## src/rtl/pic_pkg.sv

```systemverilog
// Shared types and opcode prefixes for the literal-ALU CPU sequencer.
package pic_pkg;

  // Instruction-cycle states; t0 is idle, t1..t4 fetch/execute, t5/t6 spare.
  typedef enum logic [2:0] {
    T0 = 3'd0,
    T1 = 3'd1,
    T2 = 3'd2,
    T3 = 3'd3,
    T4 = 3'd4,
    T5 = 3'd5,
    T6 = 3'd6
  } state_e;

  // ALU operation select, encoded in this order from 0.
  typedef enum logic [2:0] {
    MOVLW = 3'd0,
    ADDLW = 3'd1,
    SUBLW = 3'd2,
    ANDLW = 3'd3,
    IORLW = 3'd4,
    XORLW = 3'd5
  } alu_op_e;

  // Opcode prefixes, matched against the top bits of the instruction.
  localparam logic [3:0] OPC_MOVLW = 4'b1100;
  localparam logic [4:0] OPC_ADDLW = 5'b11111;
  localparam logic [4:0] OPC_SUBLW = 5'b11110;
  localparam logic [5:0] OPC_ANDLW = 6'b111001;
  localparam logic [5:0] OPC_IORLW = 6'b111000;
  localparam logic [5:0] OPC_XORLW = 6'b111010;
  localparam logic [2:0] OPC_GOTO  = 3'b101;

endpackage

```

## src/rtl/pic_decode.sv

```systemverilog
// Combinational instruction decoder: classifies ir_q and picks the ALU op.
module pic_decode
  import pic_pkg::*;
#(
  parameter int IR_W = 14
) (
  input  logic [IR_W-1:0] ir_q,
  output logic [2:0]      alu_op,
  output logic            is_alu,
  output logic            is_goto,
  output logic            is_nop,
  output logic            is_illegal
);

  // Prefix match; anything that matches no prefix and is not all-zero is illegal.
  always_comb begin
    alu_op  = MOVLW;
    is_alu  = 1'b0;
    is_goto = 1'b0;
    is_nop  = 1'b0;
    if (ir_q == '0) begin
      is_nop = 1'b1;
    end else if (ir_q[IR_W-1 -: 4] == OPC_MOVLW) begin
      is_alu = 1'b1;
      alu_op = MOVLW;
    end else if (ir_q[IR_W-1 -: 5] == OPC_ADDLW) begin
      is_alu = 1'b1;
      alu_op = ADDLW;
    end else if (ir_q[IR_W-1 -: 5] == OPC_SUBLW) begin
      is_alu = 1'b1;
      alu_op = SUBLW;
    end else if (ir_q[IR_W-1 -: 6] == OPC_ANDLW) begin
      is_alu = 1'b1;
      alu_op = ANDLW;
    end else if (ir_q[IR_W-1 -: 6] == OPC_IORLW) begin
      is_alu = 1'b1;
      alu_op = IORLW;
    end else if (ir_q[IR_W-1 -: 6] == OPC_XORLW) begin
      is_alu = 1'b1;
      alu_op = XORLW;
    end else if (ir_q[IR_W-1 -: 3] == OPC_GOTO) begin
      is_goto = 1'b1;
    end
  end

  assign is_illegal = ~(is_alu | is_goto | is_nop);

endmodule

```

## src/rtl/pic_seq_ctrl.sv

```systemverilog
// Instruction-cycle sequencer: t0..t6 FSM, datapath load strobes,
// run/step/halt control and a sticky illegal-opcode flag.
module pic_seq_ctrl
  import pic_pkg::*;
#(
  parameter int IR_W = 14,
  parameter int PC_W = 11,
  parameter int FAST = 0
) (
  input  logic            clk,
  input  logic            rst,
  input  logic            run,
  input  logic            step,
  input  logic [IR_W-1:0] ir_q,
  output logic            load_mar,
  output logic            load_pc,
  output logic            load_pc_goto,
  output logic [PC_W-1:0] goto_addr,
  output logic            load_ir,
  output logic            load_w,
  output logic [2:0]      alu_op,
  output logic            busy,
  output logic            instr_done,
  output logic            illegal
);

  state_e state;
  state_e state_next;
  logic   illegal_next;
  logic   last_state;
  logic   dec_alu;
  logic   dec_goto;
  logic   dec_nop;
  logic   dec_illegal;

  pic_decode #(.IR_W(IR_W)) u_decode (
    .ir_q       (ir_q),
    .alu_op     (alu_op),
    .is_alu     (dec_alu),
    .is_goto    (dec_goto),
    .is_nop     (dec_nop),
    .is_illegal (dec_illegal)
  );

  // The last state is t4 in the short 4-cycle form, t6 otherwise.
  assign last_state = (FAST != 0) ? (state == T4) : (state == T6);
  assign goto_addr  = ir_q[PC_W-1:0];

  // State register and sticky illegal flag, cleared by active-low reset.
  always_ff @(posedge clk) begin
    if (!rst) begin
      state   <= T0;
      illegal <= 1'b0;
    end else begin
      state   <= state_next;
      illegal <= illegal_next;
    end
  end

  // Next state plus Moore strobe decode; run/step only matter in t0 and the last state.
  always_comb begin
    state_next   = state;
    illegal_next = illegal;
    load_mar     = 1'b0;
    load_pc      = 1'b0;
    load_pc_goto = 1'b0;
    load_ir      = 1'b0;
    load_w       = 1'b0;
    busy         = (state != T0);
    instr_done   = last_state;
    case (state)
      T0: if (!illegal && (run || step)) state_next = T1;
      T1: begin
        load_mar   = 1'b1;
        state_next = T2;
      end
      T2: begin
        load_pc    = 1'b1;
        state_next = T3;
      end
      T3: begin
        load_ir    = 1'b1;
        state_next = T4;
      end
      T4: begin
        load_w       = dec_alu;
        load_pc_goto = dec_goto;
        if (dec_illegal) illegal_next = 1'b1;
        if (FAST != 0) state_next = (run && !illegal_next) ? T1 : T0;
        else           state_next = T5;
      end
      T5: state_next = T6;
      T6: state_next = (run && !illegal_next) ? T1 : T0;
      default: state_next = T0;
    endcase
  end

endmodule

```

## config.mk

```make
export PLATFORM = sky130hd
export DESIGN_NAME = pic_seq_ctrl
export DESIGN_NICKNAME = d
export VERILOG_FILES = /design/src/rtl/pic_pkg.sv /design/src/rtl/pic_decode.sv /design/src/rtl/pic_seq_ctrl.sv
export SDC_FILE = /design/constraint.sdc
export NUM_CORES = 1
export LEC_CHECK = 0
export CAP_MARGIN = 5
export CORE_MARGIN = 3
export CORE_UTILIZATION = 31
export DETAILED_ROUTE_END_ITERATION = 16
export MAX_ROUTING_LAYER = met4
export PLACE_DENSITY = 0.83
export RECOVER_POWER = 100
export REMOVE_ABC_BUFFERS = 1
export SETUP_SLACK_MARGIN = 0.1
export SKIP_CTS_REPAIR_TIMING = 1
export SLEW_MARGIN = 20
export SYNTH_ARGS = -nofsm -noshare
export SYNTH_HDL_FRONTEND = slang
export SYNTH_HIERARCHICAL = 1
export SYNTH_SLANG_ARGS = --single-unit
```

## constraint.sdc

```tcl
create_clock -name clk -period 3.6 [get_ports clk]
set_input_delay 0.72 -clock clk [delete_from_list [all_inputs] [get_ports clk]]
set_output_delay 0.72 -clock clk [all_outputs]
set_load 0.02 [all_outputs]
```

# Word-level counts from Yosys, hierarchy flattened
# Cells that the tools add are included.
# Widths: inputs -> output; s select.
# op_classes
reduce_logical	8
mux	31
bitwise	3
eq_ne	14
# op_table
cell	n
$mux 3	8
$mux 1	22
$pmux 3 s7	1
$eq 6x6->1 const B	3
$logic_not 14->1	1
$eq 3x3->1 const B	4
$eq 5x5->1 const B	2
$eq 3x2->1 const B	2
$eq 4x4->1 const B	1
$eq 3x1->1 const B	1
$logic_not 3->1	1
$reduce_bool 3->1	1
$logic_and 1x1->1	2
$ne 2x2->1 const B	1
$or 1x1->1	2
$reduce_and 2->1	1
$logic_not 1->1	1
$logic_or 1x1->1	1
$not 1->1	1
# totals
input_bits	18
out_inout_bits	22
wordCells	58
reg_bits	4

# Logic depth before layout (Yosys ltp)
# Gate-level depths: netlist of the first run.
# depth
word_depth	13
depth_mapped	5

# Hierarchy
# The synthesis of the first run kept the hierarchy.
# modules_own_cells
mod	cells_each	area_each_um2	n_inst
pic_seq_ctrl	36	300.3	1
pic_decode	19	113.9	1

# Worst setup path before layout of the first run
# Ideal clock, no wire load.
# synth_path
path_kind	input to output
startpoint	input ir_q[8]
endpoint	output load_w
path_slack_ns	1.524
t_required_ns	2.880
path_stages	4
t_arrival_ns	1.356
path_buffers	0
cell_sequence	nor2b_2 and3_4 nor2_1 and3_1
# synth_via
elab_chain_cells	9
elab_cells_between_ends	12
# synth_rtl
element	line	text
from (decl)	pic_seq_ctrl.sv:14	input logic [IR_W-1:0] ir_q,
$eq 6x6->1	pic_decode.sv:38	end else if (ir_q[IR_W-1 -: 6] == OPC_XORLW) begin
$mux 1	pic_decode.sv:38	
$mux 1	pic_decode.sv:35	end else if (ir_q[IR_W-1 -: 6] == OPC_IORLW) begin
$mux 1	pic_decode.sv:32	end else if (ir_q[IR_W-1 -: 6] == OPC_ANDLW) begin
$mux 1	pic_decode.sv:29	end else if (ir_q[IR_W-1 -: 5] == OPC_SUBLW) begin
$mux 1	pic_decode.sv:26	end else if (ir_q[IR_W-1 -: 5] == OPC_ADDLW) begin
$mux 1	pic_decode.sv:23	end else if (ir_q[IR_W-1 -: 4] == OPC_MOVLW) begin
$mux 1 *	pic_decode.sv:21	if (ir_q == '0) begin
named net dec_alu	pic_seq_ctrl.sv:31	logic dec_alu;
$mux 1 *	pic_seq_ctrl.sv:71	case (state)
to (decl)	pic_seq_ctrl.sv:20	output logic load_w,
# Mark *: on every way through the listed nets, which the timed path passes. The rest lies on a longest branch.

# Worst setup path in the final report of the first run
# Same ends and word-level chain as after synthesis.

==> metrics, run 1 <==
CP Buf/Inv Count=2; Clock Latency Late Sink=between 200 and 250 ps; DR vias/cell=4.92; tightest hold margin=526 ps; Leak=about 0.33 nW; Setup Skew=between 4 and 5 ps; DRT iter0 DRCs=5; Total Routed Length=1370 um; Final min period=roughly 3200 ps; Worst-Margin Slew=roughly 340 ps; Critical Path Source Type=primary input; core area=0.00117 mm^2; RSZ-0062 raised after global routing=false; Top delay family on crit path=buffers and inverters; Die Y=about 42 um; Power Total=approximately 190 uW; Worst-path clk slew=roughly 40 ps; CP peak stage delay=about 640 ps; CP endpoint kind=output port; DIE AREA=between 0.0015 and 0.002 mm^2; Diodes inserted=0; CTS HTree Levels=1; status=finished clean; CP Max Fanout=4; setup TNS=0 ps; slowest stage cell, crit path=dlygate4sd3_1; Arrival @ worst endpoint=2480 ps; fin cells=between 90 and 100; Die W=42.4 um; final worst-path cycle share=0.888; CP Cell Sequence=clkdlybuf4s50_1, nor2b_2, and3_4, nor2_1, and3_1, dlygate4sd3_1; Initial Util=0.350; PD cells=about 250 mW/mm^2; post-DP HPWL=roughly 1200 um; vias in the first global route=between 400 and 500; most frequent cells in the layout=24 x dlygate4sd3_1, 15 x clkdlybuf4s50_1, 7 x nor2_1; final RePlAce weighted congestion=approximately 0.86; dpl ws=a little under 500 ps; Core Util, Final=0.647; Buffers on Ports=39; Boundary Pins=40; synthesized area=410 um^2; DRC violation count after routing=0; Fill cells=between 100 and 150; clock tree sinks=4; largest net degree at the start of global routing=8; CTS tree=yes; Design Area, Final=758 um^2; layout cell share with drive strength beyond 1=0.106; Reg area=approximately 80 um^2; Rel. slew slack=0.770; DP Cell Count=96; Max Clock Freq=~0.31 GHz; Max clock buf depth=2; final critical-path setup slack=405 ps; worst vdd ir=approximately 0.00022 V; Critical Path RT=between 2000 and 3000 ps; Max Cap Viol=0; # rows=12; gr ovfl total=0; WL per Instance=roughly 14 um; Area Overhead vs Synth=84.8%; Total Routing Usage GR=0.164; root buffer cell=clkbuf_4; via count=roughly 500; final net count=around 110; Gate Count Post-Synth=54; max-slew violation count=0; drt first pass iters=4; Syn Area/Cell=7.60 um^2; final hold vios=0; commonest non-fill, non-tap cell in the layout=dlygate4sd3_1; Routed Antenna Nets=0; Placed Area=between 700 and 800 um^2; CTS Buf Count=3; antenna violations before repair=0; CP Class=in2out; Hold Path Class=reg2reg; Multi-input gate area=240 um^2; first-pass GRT wire length=roughly 2200 um; Syn. warnings=6; Final setup viols=0
[sequential cells by signal, indices dropped and copies added (netlist names)]
| register | cells |
|---|---|
| illegal | 1 |
| state | 3 |
[power by group]
part | total (mW) | internal (mW) | switching [mW]
clock network | 0.0579 | 0.0374 | 0.0205
registers | 0.0527 | 0.0478 | 0.00496
logic | 0.0811 | 0.0429 | 0.0382
total | 0.192 | 0.128 | 0.0636
[layer usage]
| metal | vias to the layer above | GRT usage | wire, um |
|---|---|---|---|
| li1 | 244 | - | - |
| met1 | 228 | 0.184 | 556 |
| met2 | 13 | 0.274 | 744 |
| met3 | 2 | 0.0515 | 61 |
| met4 | 0 | 0.0559 | 8 |
| met5 | - | - | 0 |
[path summary, 6_finish.rpt]
| check | from | endpoint | slack [ps] | cells after the start |
|---|---|---|---|---|
| setup / recovery | ir_q[8] | load_w | 400 | 6 |
| hold reg to reg | illegal$_SDFFE_PN0P_ | illegal$_SDFFE_PN0P_ | 530 | 1 |
| setup reg to reg | state[2]$_SDFFE_PN0P_ | state[0]$_SDFFE_PN0P_ | 2610 | 3 |
| hold / removal | illegal$_SDFFE_PN0P_ | illegal$_SDFFE_PN0P_ | 530 | 1 |
[layout make-up]
cell class              instances  area share
flip-flops and latches          4       0.106
repair buffers                 39       0.515
inverters                       2     0.00990
multi-input cells              37       0.317
well taps                      14      0.0231
clock buffers                   3      0.0297
(Power assumes the default switching activity.)
==> inputs of run 2 (changes only) <==
HOLD_SLACK_MARGIN = 0.02   (was default)
==> results of run 2 <==
Same layout as run 1: the final DEF is identical, and so are final timing and power.
